## src/rtl/stepper_phase_decoder_pkg.sv

```systemverilog
// -----------------------------------------------------------------------------
// stepper_pkg
// Shared definitions for the stepper phase decoder: the four legal coil
// patterns plus the hold pattern, the decoder state encoding, the direction
// encoding and a helper that classifies an accepted coil pattern.
// -----------------------------------------------------------------------------
package stepper_pkg;

    // Coil patterns, written with the leftmost bit as bit 0 of the bus
    localparam logic [3:0] PH0     = 4'b0011;
    localparam logic [3:0] PH1     = 4'b1001;
    localparam logic [3:0] PH2     = 4'b1100;
    localparam logic [3:0] PH3     = 4'b0110;
    localparam logic [3:0] PH_HOLD = 4'b1111;

    typedef enum logic [1:0] {
        ST_IDLE  = 2'd0,
        ST_TRACK = 2'd1,
        ST_HOLD  = 2'd2,
        ST_FAULT = 2'd3
    } state_t;

    typedef enum logic [1:0] {
        DIR_UP   = 2'd0,
        DIR_DOWN = 2'd1,
        DIR_STOP = 2'd2
    } dir_t;

    typedef enum logic [1:0] {
        PK_LEGAL   = 2'd0,
        PK_HOLD    = 2'd1,
        PK_ILLEGAL = 2'd2
    } pkind_t;

    typedef struct packed {
        pkind_t     kind;
        logic [1:0] idx;
    } pdec_t;

    // Map a coil pattern to its phase index, or flag it as hold / illegal
    function automatic pdec_t phase_decode(input logic [3:0] pat);
        pdec_t d;
        d.kind = PK_ILLEGAL;
        d.idx  = 2'd0;
        case (pat)
            PH0:     begin d.kind = PK_LEGAL; d.idx = 2'd0; end
            PH1:     begin d.kind = PK_LEGAL; d.idx = 2'd1; end
            PH2:     begin d.kind = PK_LEGAL; d.idx = 2'd2; end
            PH3:     begin d.kind = PK_LEGAL; d.idx = 2'd3; end
            PH_HOLD: begin d.kind = PK_HOLD;  d.idx = 2'd0; end
            default: begin d.kind = PK_ILLEGAL; d.idx = 2'd0; end
        endcase
        return d;
    endfunction

endpackage

```

## src/rtl/stepper_phase_decoder_filter.sv

```systemverilog
// -----------------------------------------------------------------------------
// phase_filter
// Two-flop synchronizer followed by a stability filter. A pattern that differs
// from the accepted one is accepted on its FILTER_CYCLES-th consecutive
// identical synchronized sample; any change restarts the count.
// Ports:
//   clk, rst_n      clock, synchronous active-low reset
//   i_phase         raw coil pattern
//   o_pattern       currently accepted pattern
//   o_new_pattern   one-cycle strobe when o_pattern takes a new value
// -----------------------------------------------------------------------------
module phase_filter
    import stepper_pkg::*;
#(
    parameter int FILTER_CYCLES = 16
) (
    input  logic       clk,
    input  logic       rst_n,
    input  logic [3:0] i_phase,
    output logic [3:0] o_pattern,
    output logic       o_new_pattern
);

    localparam int CNT_W = $clog2(FILTER_CYCLES + 1);

    logic [3:0]       r_sync1;
    logic [3:0]       r_sync2;
    logic [3:0]       r_cand;
    logic [CNT_W-1:0] r_cnt;
    logic [3:0]       r_acc;
    logic             r_new;

    // Synchronize the bus and count how long the candidate has been stable
    always_ff @(posedge clk) begin
        if (!rst_n) begin
            r_sync1 <= 4'b0000;
            r_sync2 <= 4'b0000;
            r_cand  <= 4'b0000;
            r_cnt   <= '0;
            r_acc   <= 4'b0000;
            r_new   <= 1'b0;
        end else begin
            r_sync1 <= i_phase;
            r_sync2 <= r_sync1;
            r_new   <= 1'b0;
            if (r_sync2 != r_cand) begin
                // this sample is the first of a new candidate run
                r_cand <= r_sync2;
                r_cnt  <= CNT_W'(1);
            end else if (r_cand == r_acc) begin
                r_cnt <= '0;
            end else if (r_cnt >= CNT_W'(FILTER_CYCLES - 1)) begin
                r_acc <= r_cand;
                r_new <= 1'b1;
                r_cnt <= '0;
            end else begin
                r_cnt <= r_cnt + CNT_W'(1);
            end
        end
    end

    assign o_pattern     = r_acc;
    assign o_new_pattern = r_new;

endmodule

```

## src/rtl/stepper_phase_decoder.sv

```systemverilog
// -----------------------------------------------------------------------------
// stepper_phase_decoder
// Watches the coil-phase bus of a stepper motor and recovers direction, step
// events, signed position and step period; flags skipped and illegal patterns.
// Ports:
//   clk, rst_n      clock, synchronous active-low reset
//   phase_in        observed coil pattern (bit 0 leftmost)
//   clear_fault     pulse: leave FAULT, clear sticky error flags
//   pos_clear       pulse: zero the position counter
//   step_pulse      one-cycle pulse per decoded step
//   dir_out         direction of last step (0 up, 1 down)
//   position        signed step count, wraps
//   last_period     cycles between the last two steps, saturating
//   moving          steps seen within IDLE_TIMEOUT cycles
//   hold            accepted pattern is 1111
//   err_skip        sticky: phase jumped by two
//   err_illegal     sticky: illegal pattern accepted
//   state_out       IDLE=0, TRACK=1, HOLD=2, FAULT=3
// -----------------------------------------------------------------------------
module stepper_phase_decoder
    import stepper_pkg::*;
#(
    parameter int FILTER_CYCLES = 16,
    parameter int POS_W         = 16,
    parameter int PER_W         = 24,
    parameter int IDLE_TIMEOUT  = 600000
) (
    input  logic             clk,
    input  logic             rst_n,
    input  logic [0:3]       phase_in,
    input  logic             clear_fault,
    input  logic             pos_clear,
    output logic             step_pulse,
    output logic             dir_out,
    output logic [POS_W-1:0] position,
    output logic [PER_W-1:0] last_period,
    output logic             moving,
    output logic             hold,
    output logic             err_skip,
    output logic             err_illegal,
    output logic [1:0]       state_out
);

    localparam int IDLE_W = $clog2(IDLE_TIMEOUT + 1);

    logic [3:0]        w_pattern;
    logic              w_new;
    pdec_t             w_dec;
    logic [1:0]        w_delta;
    logic              w_step;
    dir_t              w_dir;
    logic              w_skip;
    logic              w_ill;
    logic              w_load;
    state_t            w_next_state;

    state_t            r_state;
    logic [1:0]        r_last_idx;
    logic              r_idx_valid;
    logic              r_per_valid;
    logic [PER_W-1:0]  r_per_cnt;
    logic [IDLE_W-1:0] r_idle_cnt;

    phase_filter #(
        .FILTER_CYCLES (FILTER_CYCLES)
    ) u_filter (
        .clk           (clk),
        .rst_n         (rst_n),
        .i_phase       (phase_in),
        .o_pattern     (w_pattern),
        .o_new_pattern (w_new)
    );

    assign w_dec   = phase_decode(w_pattern);
    assign w_delta = w_dec.idx - r_last_idx;

    // Decide the reaction to a newly accepted pattern
    always_comb begin
        w_step       = 1'b0;
        w_dir        = DIR_STOP;
        w_skip       = 1'b0;
        w_ill        = 1'b0;
        w_load       = 1'b0;
        w_next_state = r_state;
        if (clear_fault && (r_state == ST_FAULT)) begin
            w_next_state = ST_IDLE;
        end else if (w_new && (r_state != ST_FAULT)) begin
            case (w_dec.kind)
                PK_HOLD: begin
                    w_next_state = ST_HOLD;
                end
                PK_LEGAL: begin
                    w_next_state = ST_TRACK;
                    if (!r_idx_valid) begin
                        // no reference phase yet: adopt this one silently
                        w_load = 1'b1;
                    end else begin
                        case (w_delta)
                            2'd1: begin w_step = 1'b1; w_dir = DIR_UP;   w_load = 1'b1; end
                            2'd3: begin w_step = 1'b1; w_dir = DIR_DOWN; w_load = 1'b1; end
                            2'd2: begin w_skip = 1'b1; w_next_state = ST_FAULT; end
                            default: begin w_load = 1'b0; end
                        endcase
                    end
                end
                default: begin
                    w_ill        = 1'b1;
                    w_next_state = ST_FAULT;
                end
            endcase
        end else begin
            w_next_state = r_state;
        end
    end

    // State, position, flags, period and activity tracking
    always_ff @(posedge clk) begin
        if (!rst_n) begin
            r_state     <= ST_IDLE;
            r_last_idx  <= 2'd0;
            r_idx_valid <= 1'b0;
            r_per_valid <= 1'b0;
            r_per_cnt   <= '0;
            r_idle_cnt  <= '0;
            step_pulse  <= 1'b0;
            dir_out     <= 1'b0;
            position    <= '0;
            last_period <= '0;
            moving      <= 1'b0;
            hold        <= 1'b0;
            err_skip    <= 1'b0;
            err_illegal <= 1'b0;
        end else begin
            r_state    <= w_next_state;
            hold       <= (w_next_state == ST_HOLD);
            step_pulse <= w_step;

            if (clear_fault && (r_state == ST_FAULT)) begin
                r_idx_valid <= 1'b0;
            end else if (w_load) begin
                r_last_idx  <= w_dec.idx;
                r_idx_valid <= 1'b1;
            end else begin
                r_idx_valid <= r_idx_valid;
            end

            if (w_step) begin
                dir_out <= (w_dir == DIR_DOWN);
            end else begin
                dir_out <= dir_out;
            end

            // a clear in the same cycle as a step yields exactly +/-1
            if (w_step) begin
                if (w_dir == DIR_DOWN) begin
                    position <= (pos_clear ? '0 : position) - POS_W'(1);
                end else begin
                    position <= (pos_clear ? '0 : position) + POS_W'(1);
                end
            end else if (pos_clear) begin
                position <= '0;
            end else begin
                position <= position;
            end

            // a flag raised in the same cycle as a clear stays set
            err_skip    <= (err_skip & ~clear_fault) | w_skip;
            err_illegal <= (err_illegal & ~clear_fault) | w_ill;

            if (w_step) begin
                r_per_cnt <= PER_W'(1);
                if (r_per_valid) begin
                    last_period <= r_per_cnt;
                end else begin
                    last_period <= last_period;
                end
            end else if (r_per_cnt != {PER_W{1'b1}}) begin
                r_per_cnt <= r_per_cnt + PER_W'(1);
            end else begin
                r_per_cnt <= r_per_cnt;
            end

            // the first step after reset or a fault clear has no valid interval
            if (clear_fault) begin
                r_per_valid <= 1'b0;
            end else if (w_step) begin
                r_per_valid <= 1'b1;
            end else begin
                r_per_valid <= r_per_valid;
            end

            if (w_step) begin
                r_idle_cnt <= '0;
                moving     <= 1'b1;
            end else if (r_idle_cnt < IDLE_W'(IDLE_TIMEOUT)) begin
                r_idle_cnt <= r_idle_cnt + IDLE_W'(1);
                if (r_idle_cnt == IDLE_W'(IDLE_TIMEOUT - 1)) begin
                    moving <= 1'b0;
                end else begin
                    moving <= moving;
                end
            end else begin
                moving <= moving;
            end
        end
    end

    assign state_out = r_state;

endmodule

```

## config.mk

```make
export PLATFORM = sky130hd
export DESIGN_NAME = stepper_phase_decoder
export DESIGN_NICKNAME = d
export VERILOG_FILES = /design/src/rtl/stepper_phase_decoder_pkg.sv /design/src/rtl/stepper_phase_decoder_filter.sv /design/src/rtl/stepper_phase_decoder.sv
export SDC_FILE = /design/constraint.sdc
export NUM_CORES = 1
export LEC_CHECK = 0
export BUFFER_PORTS_ARGS = -buffer_cell sky130_fd_sc_hd__buf_2
export CORE_MARGIN = 2
export CORE_UTILIZATION = 50
export DETAILED_ROUTE_END_ITERATION = 16
export HOLD_SLACK_MARGIN = 0.12
export PLACE_DENSITY = 0.69
export SLEW_MARGIN = 10
export SYNTH_ARGS = -nofsm -noshare
export SYNTH_HDL_FRONTEND = slang
export SYNTH_HIERARCHICAL = 1
export SYNTH_SLANG_ARGS = --single-unit
```

## constraint.sdc

```tcl
create_clock -name clk -period 5.7 [get_ports clk]
set_input_delay 0.57 -clock clk [delete_from_list [all_inputs] [get_ports clk]]
set_output_delay 0.57 -clock clk [all_outputs]
set_load 0.02 [all_outputs]
```

==> results.md <==
Timing:
- Measured against its own limit, the worst slew margin works out to 40.9%.
- Clock skew on the completed layout was measured at 7.61 ps.
- On the final layout, the worst hold slack is 353 ps.
- The count of endpoints failing setup in the final report is 0.
- Across all setup checks in the final design, the least slack found is 1550 ps.
- At the pin with the least slew margin, the transition time is 885 ps.
- Timing would allow up to 0.241 GHz.
- Setup repair after global routing left no endpoint under its margin.
- The clock period minus worst slack is 4150 ps.
- The number of failing hold endpoints at the final stage is 0.
- The max-slew violation count is 0.
- The share of the clock period used by the worst path is 72.8%.
- The final total negative setup slack is 0 ps.

Clocking:
- The clock latency reported for the late side of the worst-skew pair is 420 ps.
- The total setup buffers inserted after CTS is 0.
- Buffers inserted during clock tree synthesis total 17.
- The CTS clock-pin slew for the worst setup and hold paths is 50 ps.
- The root buffer cell chosen for the clock tree is clkbuf_16.
- The TritonCTS clock tree is yes.
- For this design, the sink count on the clock tree is 118.
- The number of instances resized during post-cts repair is 0.
- The longest clock path from root to sink contains 2 buffers.
- Buffers inserted to repair hold after CTS numbered 0.
- The level count of the clock H-tree is 4.

Yosys:
- The share of synthesized flip-flops with an asynchronous set or reset is 0%.
- The average instance area after synthesis is 8.77 um2.
- Synthesis instantiated 57 different standard cells from the library.
- In this run, synthesis inferred 0 flip-flops with an integrated enable.
- For this run, the register share of the synthesized area comes to 41.8%.
- The count of yosys warnings during synthesis is 6.
- Synthesis handed over a netlist of 644 instances.
- For this run, the leading register cell type out of synthesis is dfxtp_1.
- The net count of the mapped netlist is 672.
- The summed instance area of the synthesized netlist is 5650 um2.
- After synthesis the netlist holds a flip-flop and latch count of 118.

Power:
- The power per standard cell area is 309 nW/um2.
- The switching power share of the total is 19.8%.
- The internal power component is 1.65 mW.
- Overall power consumption after layout is estimated at 2.06 mW.
- For this design the static power due to leakage is 2.81 nW.
- The clock network is responsible for 57.0% of the overall power.
- The worst-case IR drop observed on VDD is 0.222 mV.
- For this design the total switching power over the nets is 407 uW.
- The proportion of power drawn by combinational gates is 2.1%.
- Sequential cells account for 40.9% of the total power.

Cells and area:
- The area growth from synthesis to layout is 17.9%.
- Cells fill 60.9% of the core in the end.
- In the layout the commonest cells are dfxtp_1 (118), nand2_1 (75), nor2_1 (74).
- 0 antenna diodes ended up in the layout.
- The share of cells above drive strength 1 is 14.2%.
- The final net count is 724.
- The most common library cell in the layout ignoring fill and taps is dfxtp_1.
- The final cell area excluding filler cells is 6660 um2.
- The number of non-filler instances in the completed layout is 849.

Critical path:
- The category of the most critical setup path is flop to flop.
- The worst setup path is captured at a flop.
- At the worst endpoint, the arrival time is 4430 ps.
- STA puts the critical path data required time at 5980 ps.
- The worst setup path is launched from a flop.
- The maximum fanout along the worst path is 14.

Routing:
- Using the TritonRoute via totals, the vias-per-cell ratio works out to 5.40.
- In this run the remaining antenna-violating nets after routing total 0.
- The first TritonRoute pass finished after 4 iterations.
- The total wire length is 11500 um.
- In this run, the number of DRC markers left after iteration 0 of detailed routing was 220.
- The via count is 4588.
- The average wire per cell in the routed design is 13.5 um.
- After detailed routing, the number of remaining DRC violations is 0.

Place:
- The congestion estimate from routability-driven global placement came to 0.886.
- During placement, the flow inserted port buffers numbering 55.
- The worst setup timing slack at the placement stage is 1620 ps.
- The HPWL after detailed placement is 7820 um.
- The standard cell area after detailed placement is 6010 um2.
- The number of cells in the design after placement is 817.

Floorplan:
- In this run the vertical extent of the chip is 110 um.
- The effective utilization at floorplan is 51.7%.
- The number of top-level pins is 56.
- After floorplanning, the core was divided into 38 placement rows.
- The die area is 12200 um2.
- The core region area is 10900 um2.
- The floorplan step set the die width to 110 um.

Hold path:
- In this run the worst hold path is classified as input pin to flop.

Status:
- The flow ran to the end, and the final reports show no timing, DRC or antenna violations.

GRT:
- Global routing finished with a remaining overflow of 0.
- The number of antenna violations at the first check in global routing is 0.
- Across every metal layer, demand over resource in global routing totals 20.9%.
- The pin count of the biggest net entering global routing is 72.
- The via count of the first global-routing pass is 4424.
- The global-route wire length before repair is 19900 um.

Run:
- Max-cap violations in this run came to 0.
synth_stat cells, types with 5 or more instances:
library cell	instances	area, um2
inv_1	15	56.3
nand3_1	40	200
nor2b_1	12	75.1
o32ai_1	5	43.8
a21boi_1	28	210
nor2_1	74	278
mux2i_1	8	80.1
xor2_1	41	359
dfxtp_1	118	2360
a21oi_1	15	75.1
a21o_1	7	52.6
o211ai_1	6	45.0
nor3_1	6	30.0
nand4_1	11	68.8
and2_1	20	125
and3_1	6	37.5
buf_2	6	30.0
o21ai_0	17	85.1
a21boi_0	5	37.5
xnor2_1	21	184
clkbuf_1	15	56.3
nand2_1	75	282
a31oi_1	7	43.8
nand2b_1	10	62.6
ha_1	19	238
o21a_1	5	37.5
cells by family (layout without fill, tap and decap cells):
| logic type | count (synthesis) | count (layout) | synth area share, % |
|---|---|---|---|
| compound gates | 116 | 116 | 14.4 |
| xor+xnor | 62 | 62 | 9.61 |
| fa+ha+maj | 20 | 20 | 4.56 |
| buf+inv | 40 | 105 | 3.06 |
| flops | 118 | 118 | 41.8 |
| mux | 8 | 8 | 1.42 |
| simple gates | 280 | 280 | 25.2 |
final cells by class:
cell class	count	area (um2)
fillers	918	4270
multi-input cells	486	3110
well taps	140	175
clock buffers	20	457
flip-flops and latches	118	2360
repair buffers	58	298
clock inverters	12	199
inverters	15	56.3
state kept, by name, summed over array words and instances, names as in the netlist, 2 cells and up:
| signal | cells |
|---|---|
| r_idle_cnt | 20 |
| position | 16 |
| r_per_cnt | 24 |
| u_filter/r_sync1 | 4 |
| r_last_idx | 2 |
| u_filter/o_pattern | 4 |
| u_filter/r_cnt | 5 |
| last_period | 24 |
| u_filter/r_sync2 | 4 |
| state_out | 2 |
| u_filter/r_cand | 4 |
power groups by stage:
stage / combinational [mW] / clock (mW) / sequential (mW)
2_1_floorplan: 0.0346 / 0 / 0.856
3_3_place_gp: 0.0422 / 0 / 0.858
3_5_place_dp: 0.0440 / 0 / 0.858
4_1_cts: 0.0441 / 1.20 / 0.840
5_1_grt: 0.0488 / 1.24 / 0.841
6_report: 0.0432 / 1.17 / 0.841
path summary, 6_finish.rpt:
| check | start | endpoint | slack [ps] | cells past startpoint |
|---|---|---|---|---|
| max reg2reg | u_filter/o_pattern[0]$_SDFFE_PN0P_ | position[13]$_SDFF_PN0_ | 1550 | 16 |
| min reg2reg | u_filter/r_sync1[2]$_SDFF_PN0_ | u_filter/r_sync2[2]$_SDFF_PN0_ | 430 | 1 |
| max | u_filter/o_pattern[0]$_SDFFE_PN0P_ | position[13]$_SDFF_PN0_ | 1550 | 16 |
| min | phase_in[1] | u_filter/r_sync1[2]$_SDFF_PN0_ | 350 | 2 |
routing by layer:
layer  track usage, %  wire length [um]  part of all wire, %
met5                0                 0                    0
met4             9.91               247                  2.2
met3             5.35               432                  3.8
met2             34.4              5520                   48
met1             25.5              5290                   46
worst max-delay path, stage by stage, from the launching register on:
cell      delay, ps
dfxtp_1         450
nand2_1         100
nor3_1          140
a31oi_1          80
ha_1            230
xnor2_1         140
xnor2_1         390
nand2_1         190
inv_1           440
ha_1            370
a21o_1          200
a2111o_1        420
o21bai_1        210
nand2_1         150
a31oi_1         230
xor2_1          170
o32ai_1          80
Power figures use the tool's default switching activity.
